$ cat src/rtl/cpu_sequencer_if.sv
// Host/cpu-side bus of the program sequencer.
// The master side loads the program and controls execution.
// The slave side (the sequencer) drives the instruction stream and status back.
interface cpu_sequencer_if #(
  parameter int ADDR_W = 4
);
  // program load and run control
  logic              prog_we;
  logic [ADDR_W-1:0] prog_addr;
  logic [12:0]       prog_data;
  logic [ADDR_W:0]   prog_len;
  logic              start;
  logic              step_mode;
  logic              step;
  logic              abort;

  // instruction stream and status
  logic [12:0]       instr;
  logic              instr_valid;
  logic [ADDR_W-1:0] pc;
  logic              busy;
  logic              done;
  logic              prog_err;

  modport master (
    output prog_we, prog_addr, prog_data, prog_len,
    output start, step_mode, step, abort,
    input  instr, instr_valid, pc, busy, done, prog_err
  );

  modport slave (
    input  prog_we, prog_addr, prog_data, prog_len,
    input  start, step_mode, step, abort,
    output instr, instr_valid, pc, busy, done, prog_err
  );
endinterface

$ cat src/rtl/cpu_sequencer.sv
// Program sequencer for the 8-bit cpu core.
// A small instruction memory is loaded by the host while idle. After start,
// the memory is read in address order. Each word is held on the instr bus for
// the number of cycles its addressing mode needs. Execution ends at the end of
// the program, at a HALT word, or on abort. Single-step pausing is available
// for debug. All outputs come straight from registers.
module cpu_sequencer #(
  parameter int          DEPTH      = 16,
  parameter int          ADDR_W     = 4,
  parameter int          IMM_CYCLES = 1,
  parameter int          REG_CYCLES = 2,
  parameter logic [12:0] HALT_WORD  = 13'h1FFF
) (
  input  logic          clk,
  input  logic          reset,
  cpu_sequencer_if.slave bus
);

  typedef enum logic [2:0] {
    ST_IDLE  = 3'd0,
    ST_FETCH = 3'd1,
    ST_ISSUE = 3'd2,
    ST_PAUSE = 3'd3,
    ST_DONE  = 3'd4
  } state_t;

  // The hold counter only has to reach (longest issue time - 1).
  localparam int MAX_CYC = (IMM_CYCLES > REG_CYCLES) ? IMM_CYCLES : REG_CYCLES;
  localparam int CNT_W   = (MAX_CYC > 2) ? $clog2(MAX_CYC) : 1;
  localparam logic [ADDR_W:0] DEPTH_L = (ADDR_W + 1)'(DEPTH);
  localparam logic [ADDR_W:0] ONE_L   = (ADDR_W + 1)'(1);

  // Extra issue cycles after the first one, selected by the mode bit.
  function automatic logic [CNT_W-1:0] hold_count(input logic [12:0] word);
    logic [CNT_W-1:0] cnt_v;
    if (word[12]) begin
      cnt_v = CNT_W'(IMM_CYCLES - 1);
    end else begin
      cnt_v = CNT_W'(REG_CYCLES - 1);
    end
    return cnt_v;
  endfunction

  // A program can never run past the end of the memory.
  function automatic logic [ADDR_W:0] clamp_len(input logic [ADDR_W:0] len);
    logic [ADDR_W:0] len_v;
    if (len > DEPTH_L) begin
      len_v = DEPTH_L;
    end else begin
      len_v = len;
    end
    return len_v;
  endfunction

  logic [12:0]       mem_r [DEPTH];

  state_t            state_r;
  state_t            state_nxt_s;
  logic [ADDR_W-1:0] pc_r;
  logic [ADDR_W-1:0] pc_nxt_s;
  logic [CNT_W-1:0]  cnt_r;
  logic [CNT_W-1:0]  cnt_nxt_s;
  logic [12:0]       instr_r;
  logic [12:0]       instr_nxt_s;
  logic [ADDR_W:0]   len_r;
  logic [ADDR_W:0]   len_nxt_s;
  logic [ADDR_W:0]   start_len_s;
  logic              valid_r;
  logic              valid_nxt_s;
  logic              busy_r;
  logic              busy_nxt_s;
  logic              done_r;
  logic              done_nxt_s;
  logic              perr_r;
  logic              perr_nxt_s;
  logic              write_ok_s;
  logic [12:0]       word_s;
  logic              last_s;

  // Writes are only accepted while idle and within the memory range.
  assign write_ok_s = bus.prog_we && (state_r == ST_IDLE) &&
                      ({1'b0, bus.prog_addr} < DEPTH_L);

  // The word under pc is read during FETCH; a write in the start cycle has
  // already landed by then, so the first fetch sees the new data.
  assign word_s = mem_r[pc_r];

  // pc addresses the final instruction of the latched program length.
  assign last_s = ({1'b0, pc_r} == (len_r - ONE_L));

  assign start_len_s = clamp_len(bus.prog_len);

  // Instruction memory: host writes only; contents survive reset.
  always_ff @(posedge clk) begin
    if (write_ok_s) begin
      mem_r[bus.prog_addr] <= bus.prog_data;
    end
  end

  // Next-state, datapath and registered-output decode.
  always_comb begin
    state_nxt_s = state_r;
    pc_nxt_s    = pc_r;
    cnt_nxt_s   = cnt_r;
    instr_nxt_s = instr_r;
    len_nxt_s   = len_r;

    if ((state_r != ST_IDLE) && bus.abort) begin
      // abort beats every other transition, including step and end of program
      state_nxt_s = ST_IDLE;
    end else begin
      case (state_r)
        ST_IDLE: begin
          if (bus.start) begin
            len_nxt_s = start_len_s;
            if (start_len_s != {(ADDR_W + 1){1'b0}}) begin
              state_nxt_s = ST_FETCH;
              pc_nxt_s    = {ADDR_W{1'b0}};
            end else begin
              state_nxt_s = ST_DONE;
            end
          end else begin
            state_nxt_s = ST_IDLE;
          end
        end

        ST_FETCH: begin
          if (word_s == HALT_WORD) begin
            // HALT is never put on the bus; pc keeps pointing at it
            state_nxt_s = ST_DONE;
          end else begin
            state_nxt_s = ST_ISSUE;
            instr_nxt_s = word_s;
            cnt_nxt_s   = hold_count(word_s);
          end
        end

        ST_ISSUE: begin
          if (cnt_r != {CNT_W{1'b0}}) begin
            cnt_nxt_s = cnt_r - CNT_W'(1);
          end else if (last_s) begin
            state_nxt_s = ST_DONE;
          end else if (bus.step_mode) begin
            state_nxt_s = ST_PAUSE;
          end else begin
            state_nxt_s = ST_FETCH;
            pc_nxt_s    = pc_r + ADDR_W'(1);
          end
        end

        ST_PAUSE: begin
          if (bus.step) begin
            state_nxt_s = ST_FETCH;
            pc_nxt_s    = pc_r + ADDR_W'(1);
          end else begin
            state_nxt_s = ST_PAUSE;
          end
        end

        ST_DONE: begin
          state_nxt_s = ST_IDLE;
        end

        default: begin
          state_nxt_s = ST_IDLE;
        end
      endcase
    end

    // outputs are decoded from the next state so they line up with it
    valid_nxt_s = (state_nxt_s == ST_ISSUE);
    busy_nxt_s  = (state_nxt_s != ST_IDLE);
    done_nxt_s  = (state_nxt_s == ST_DONE);
    perr_nxt_s  = bus.prog_we && (state_r != ST_IDLE);
  end

  // State, datapath and output registers with synchronous reset.
  always_ff @(posedge clk) begin
    if (reset) begin
      state_r <= ST_IDLE;
      pc_r    <= {ADDR_W{1'b0}};
      cnt_r   <= {CNT_W{1'b0}};
      instr_r <= 13'h0000;
      len_r   <= {(ADDR_W + 1){1'b0}};
      valid_r <= 1'b0;
      busy_r  <= 1'b0;
      done_r  <= 1'b0;
      perr_r  <= 1'b0;
    end else begin
      state_r <= state_nxt_s;
      pc_r    <= pc_nxt_s;
      cnt_r   <= cnt_nxt_s;
      instr_r <= instr_nxt_s;
      len_r   <= len_nxt_s;
      valid_r <= valid_nxt_s;
      busy_r  <= busy_nxt_s;
      done_r  <= done_nxt_s;
      perr_r  <= perr_nxt_s;
    end
  end

  assign bus.instr       = instr_r;
  assign bus.instr_valid = valid_r;
  assign bus.pc          = pc_r;
  assign bus.busy        = busy_r;
  assign bus.done        = done_r;
  assign bus.prog_err    = perr_r;

endmodule

$ cat src/flat_wrapper.sv
// flat-port wrapper written by rule: the top's interface ports become plain ports
module cpu_sequencer_flat 
#(
  parameter int          DEPTH      = 16,
  parameter int          ADDR_W     = 4,
  parameter int          IMM_CYCLES = 1,
  parameter int          REG_CYCLES = 2,
  parameter logic [12:0] HALT_WORD  = 13'h1FFF
)
  (clk, reset, bus_prog_we, bus_prog_addr, bus_prog_data, bus_prog_len, bus_start, bus_step_mode, bus_step, bus_abort, bus_instr, bus_instr_valid, bus_pc, bus_busy, bus_done, bus_prog_err);
  cpu_sequencer_if #(.ADDR_W(ADDR_W)) bus_i ();
  input  logic clk;
  input  logic reset;
  input wire logic [$bits(bus_i.prog_we)-1:0] bus_prog_we;
  input wire logic [$bits(bus_i.prog_addr)-1:0] bus_prog_addr;
  input wire logic [$bits(bus_i.prog_data)-1:0] bus_prog_data;
  input wire logic [$bits(bus_i.prog_len)-1:0] bus_prog_len;
  input wire logic [$bits(bus_i.start)-1:0] bus_start;
  input wire logic [$bits(bus_i.step_mode)-1:0] bus_step_mode;
  input wire logic [$bits(bus_i.step)-1:0] bus_step;
  input wire logic [$bits(bus_i.abort)-1:0] bus_abort;
  output wire logic [$bits(bus_i.instr)-1:0] bus_instr;
  output wire logic [$bits(bus_i.instr_valid)-1:0] bus_instr_valid;
  output wire logic [$bits(bus_i.pc)-1:0] bus_pc;
  output wire logic [$bits(bus_i.busy)-1:0] bus_busy;
  output wire logic [$bits(bus_i.done)-1:0] bus_done;
  output wire logic [$bits(bus_i.prog_err)-1:0] bus_prog_err;
  assign bus_i.prog_we = bus_prog_we;
  assign bus_i.prog_addr = bus_prog_addr;
  assign bus_i.prog_data = bus_prog_data;
  assign bus_i.prog_len = bus_prog_len;
  assign bus_i.start = bus_start;
  assign bus_i.step_mode = bus_step_mode;
  assign bus_i.step = bus_step;
  assign bus_i.abort = bus_abort;
  assign bus_instr = bus_i.instr;
  assign bus_instr_valid = bus_i.instr_valid;
  assign bus_pc = bus_i.pc;
  assign bus_busy = bus_i.busy;
  assign bus_done = bus_i.done;
  assign bus_prog_err = bus_i.prog_err;
  cpu_sequencer #(.DEPTH(DEPTH), .ADDR_W(ADDR_W), .IMM_CYCLES(IMM_CYCLES), .REG_CYCLES(REG_CYCLES), .HALT_WORD(HALT_WORD)) u_core (.clk(clk), .reset(reset), .bus(bus_i));
endmodule
$ cat config.mk
export PLATFORM = sky130hd
export DESIGN_NAME = cpu_sequencer_flat
export DESIGN_NICKNAME = d
export VERILOG_FILES = /design/src/rtl/cpu_sequencer_if.sv /design/src/rtl/cpu_sequencer.sv /design/src/flat_wrapper.sv
export SDC_FILE = /design/constraint.sdc
export NUM_CORES = 1
export LEC_CHECK = 0
export ABC_AREA = 0
export CORE_MARGIN = 1.5
export CORE_UTILIZATION = 24
export CTS_BUF_LIST = sky130_fd_sc_hd__clkbuf_2
export DETAILED_ROUTE_END_ITERATION = 10
export GPL_TIMING_DRIVEN = 0
export HOLD_SLACK_MARGIN = 0.06
export PLACE_DENSITY_LB_ADDON = 0.08
export SLEW_MARGIN = 30
export SYNTH_ARGS = -nofsm -noshare
export SYNTH_HDL_FRONTEND = slang
export SYNTH_SLANG_ARGS = --single-unit
export TNS_END_PERCENT = 10
$ cat constraint.sdc
create_clock -name clk -period 4.3 [get_ports clk]
set_input_delay 0.86 -clock clk [delete_from_list [all_inputs] [get_ports clk]]
set_output_delay 0.86 -clock clk [all_outputs]
set_load 0.02 [all_outputs]
Word level (Yosys, flattened, before mapping)
Memory sizes are Yosys's and may differ from the RTL's. A register that Yosys moved wholly into a read port is not among the register bits. Cells that the tools add are included.

Memories: 1. Output and inout port bits: 21. Bits in latches: 0. Bits in writable memories: 208. Register bits after elaboration: 30. Memory bits (read-only): 0. Word-level logic and storage cells: 68. Bits of input ports: 29.

Memory list: u_core.mem_r (words 16, bits a word 13, read ports 1, clocked after memory_dff 1, write ports 1, line cpu_sequencer.sv:55) `logic [12:0] mem_r [DEPTH];`.

Equality and inequality tests: 14. Magnitude comparators: 1. Shift-type cells: 0. Bitwise operators: 2. Reduce and logical (&&, ||, !) cells: 13. Multipliers: 0. Div/mod/pow operators: 0. Add/sub/neg operators: 3. Mux-type cells: 25.

Operators with widths (number): two-way mux 4 bit (8); two-way mux 3 bit (6); inequality test 2 bit, second input constant (7); equality test 13 bit, second input constant (1); case mux 3 bit (4 select lines) (1); case mux 4 bit (3 select lines) (1); equality test 3 x 2 -> 1 bit, second input constant (3); AND reduction 3 bit (3); nonzero test 3 bit (3); AND reduction 8 bit (1); equality test 4 x 5 -> 1 bit (1); > comparator 5 bit, second input constant (1); two-way mux 1 bit (5); two-way mux 5 bit (1); nonzero test 5 bit (1); subtractor 5 x 1 -> 5 bit, second input constant (1); adder 4 x 1 -> 4 bit, second input constant (1); two-way mux 2 bit (2); equality test 3 x 1 -> 1 bit, second input constant (1); equality test 3 bit, second input constant (1); logical AND 1 bit (3); zero test 3 bit (1); inverter 1 bit (2); case mux 1 bit (2 select lines) (1); other kinds (2) (2).

Depth between registers and ports, before layout
Depth after elaboration: 8. Mapped depth: 12. Depth with buffers taken out: 9.

Worst setup path after synthesis
OpenSTA, ideal clock, no wires.

Path type: reg-to-reg. Start: reg u_core.state_r[0]. End: mem u_core.mem_r[0][0] (enable). Stages on the path, launching flop included: 6. Period minus slack after synthesis: 2685 ps. Data arrival time: 2285 ps. Slack: 1615 ps. Path through: dfxtp_1 clkbuf_1 nor3_1 nand2_1 or3_1 nor3_1.

Word-level cells in the longest chain between the ends: 4.

Ends and longest elaborated chain: from (decl) (line cpu_sequencer.sv:57) `state_t state_r;`; from (signal assigned) (line cpu_sequencer.sv:190) `state_r <= state_nxt_s;`; zero test 3 bit (line cpu_sequencer.sv:81) `assign write_ok_s = bus.prog_we && (state_r == ST_IDLE) &&`; logical AND 1 bit (line cpu_sequencer.sv:81); two-way mux 1 bit (line cpu_sequencer.sv:95) `if (write_ok_s) begin`; two-way mux 1 bit (implied by the code) (line cpu_sequencer.sv:96) `mem_r[bus.prog_addr] <= bus.prog_data;`; to (decl) (line cpu_sequencer.sv:55).

Every way passes these cells.

==> run summary <==
hold_buf cts: 0
design area: 12000 um2
WL per Instance: 22.0 um
Synth Area in Compound Gates: 6.57%
area leader, netlist: edfxtp_1
Synth Area in XOR/XNOR: 0.448%
Max Slew Vio Count: 0
Leak: 0.00392 uW
largest net degree at the start of global routing: 17
DR pass1 iterations: 4
final setup fails: 0
register area share after synthesis: 70.8%
DR iter-0 viols: 268
All-Layer GR Usage: 13.8%
later-pin clock latency in the skew report: 850 ps
first-pass GRT wire length: 40.5 mm
multi-input logic area: 2680 um2
number of global-route vias before repair: 6049
initial core utilization: 24.5%
period utilisation layout: 80.9%
grt total ovfl: 0
post-synth top area share: 63.9%
smallest setup slack after layout: 821 ps
ranking of synthesized cells by area: edfxtp_1 (64%), dfxtp_1 (7.0%), mux4_1 (6.2%)
post-layout min period: 3480 ps
post-synthesis mux area share: 13.0%
Die Area: 42000 um2
Reg clk slew, reported paths: 80 ps
Die Y: 205 um
# nets final: 735
top cell types by occurrence after synthesis: edfxtp_1 (208), nor2_1 (41), dfxtp_1 (34), mux2i_1 (32), mux4_1 (23)
hold crit path type: reg -> reg
Gate power share: 25.3%
Max transition margin: 40.2%
row cnt: 73
hpwl dp: 19.0 mm
RSZ-0062 raised after global routing: no
DRC viols: 0
number of buffers created by CTS: 70
Sw Pwr: 1820 uW
WP data required: 4950 ps
Simple-Gate Fraction of Synth Area: 5.95%
clock group share of total power: 28.2%
CP Capture Type: flop
vias per cell: 4.46
root buffer cell: clkbuf_2
WHS: 453 ps
htree depth: 3
GP Congestion: 0.806
Mapped Area: 9780 um2
Adder-Cell Fraction of Synth Area: 0.256%
die width: 205 um
TritonCTS clock tree: built
Avg Inst Size Synth: 17.4 um2
vias: 5691
IO Count: 50
syn nets: 593
Final Skew: 54.1 ps
Resized cells post-CTS: 0
FILL cells: 4008
Placed Area: 11400 um2
status: finished, final reports clean
total length of routed wires: 28.0 mm
CP max FO: 10
Worst Max-Slew Pin Slew: 897 ps
critical path launch point type: flop
Worst Path Arrival: 4130 ps
CORE AREA: 40000 um2
largest family of logic cells by synthesized area: multiplexers
PortBufs: 49
initial antenna violation count: 1
synth warn: 0
Int Power: 4030 uW
Power Density: 486 nW/um2
Yosys cell types: 57
# Max-Cap Violations: 0
Fin. Hold Viols: 0
share of cells above drive strength 1: 24.7%
Post-synth EDFFs: 208
crit path kind: reg -> reg
FFs w/ async S/R, synth: 0%
Max IR drop VDD: 0.136 mV
cell count after synthesis: 562
top_reg_cell synth: edfxtp_1
area grow syn2layout: 22.9%
top-count cell post-synth: edfxtp_1
clk buf depth: 3
f_max: 0.287 GHz
pre-CTS WS: 674 ps
post-CTS setup buffer count: 0
Antenna Nets Post-Route: 0
synthesis-stage register bit count: 242
register area: 6930 um2
switching share of power: 31.1%
clk sinks: 242
sequential share of power: 46.5%
==> critical path, stage by stage, from the launching register on <==
cell	delay, ps
dfxtp_1	340
buf_1	470
clkinv_1	640
a221oi_1	500
nor2_1	70
o21ai_0	470
nand4_1	260
o21ai_2	280
buf_6	180
a221oi_1	80
==> power by group through the flow <==
stage,Combinational (uW),Sequential [uW],Clock (uW)
global placement,1450,2770,0
floorplan,941,2810,0
CTS,1510,2720,1750
global route,1590,2730,1860
finish,1480,2720,1650
detailed placement,1500,2770,0
==> cells in the final DEF (no fill, tap or decap), types with 4 or more instances in the layout <==
| master | synthesis | layout |
|---|---|---|
| edfxtp_1 | 208 | 208 |
| clkbuf_2 | 0 | 99 |
| clkdlybuf4s50_1 | 0 | 49 |
| dfxtp_1 | 34 | 34 |
| mux2i_1 | 32 | 32 |
| nor2_1 | 41 | 29 |
| mux4_1 | 23 | 23 |
| inv_1 | 17 | 17 |
| a21oi_1 | 16 | 16 |
| nand2_1 | 15 | 15 |
| a221oi_1 | 15 | 15 |
| mux4_2 | 15 | 15 |
| nor2_4 | 0 | 12 |
| clkinv_1 | 1 | 11 |
| a22oi_1 | 11 | 11 |
| buf_16 | 0 | 11 |
| buf_4 | 0 | 10 |
| clkbuf_1 | 9 | 9 |
| nor2b_1 | 8 | 8 |
| a211oi_1 | 8 | 8 |
| o21ai_0 | 7 | 7 |
| nand3_1 | 7 | 7 |
| buf_12 | 6 | 6 |
| nor3b_1 | 6 | 6 |
| or3_1 | 5 | 5 |
| nand2b_1 | 5 | 5 |
| nor3_2 | 0 | 5 |
| buf_2 | 5 | 5 |
| nor3_1 | 9 | 4 |
| and3_1 | 4 | 4 |
| o21bai_1 | 4 | 4 |
| or4_1 | 4 | 4 |
| clkinv_2 | 0 | 4 |
==> final timing paths <==
| path | from | endpoint | slack (ps) | depth (start not counted) |
|---|---|---|---|---|
| worst max-delay path | flop | u_core.bus.instr[1] | 820 | 9 |
| worst max register to register | flop | u_core.bus.instr[1] | 820 | 9 |
| worst min-delay path | u_core.bus.instr[6] | u_core.bus.instr[6] | 450 | 2 |
| worst min register to register | u_core.bus.instr[6] | u_core.bus.instr[6] | 450 | 2 |
==> through the flow <==
stage               TNS [ps]  total power, uW  utilization [%]  cells
floorplan                  0             3750                -    562
global placement      -27720             4220             27.3   1136
detailed placement         0             4280             28.5   1157
CTS                        0             5980             30.0   1274
global route               0             6180             30.0   1275
finish                     0             5850             30.0   1275
==> cells by family after synthesis <==
logic type,count (synthesis)
DFF,242
buffers and inverters,43
muxes,71
xor gates and xnor gates,5
adders and majority gates,2
and+or+nand+nor,114
AOI/OAI and AO/OA,85
==> routing by layer <==
layer  global-route usage (%)  routed length (um)  vias up
met1                     17.5               12400     2843
met3                     3.52                1630       57
met2                     22.5               13400      184
met4                     4.95                 622        0
met5                        0                   0        -
li1                         -                   -     2607
==> layout make-up <==
cell class,instances,share of cell area [%]
well taps,525,5.47
diodes,1,0.0208
multi-input cells,277,22.3
plain buffers,25,1.83
clock buffers,99,4.12
clock inverters,18,0.822
inverters,18,0.562
flip-flops and latches,242,57.6
repair buffers,70,7.22
==> state kept, by name (all words and copies together) (netlist names), named ones only <==
| signal | flops |
|---|---|
| u_core.bus.instr_valid | 1 |
| u_core.len_r | 5 |
| u_core.bus.instr | 13 |
| u_core.mem_r | 208 |
| u_core.bus.prog_err | 1 |
| u_core.bus.done | 1 |
| u_core.bus.busy | 1 |
| u_core.cnt_r | 1 |
| u_core.bus.pc | 4 |
| u_core.state_r | 3 |
Note: power is estimated with default switching activity, not from simulation.
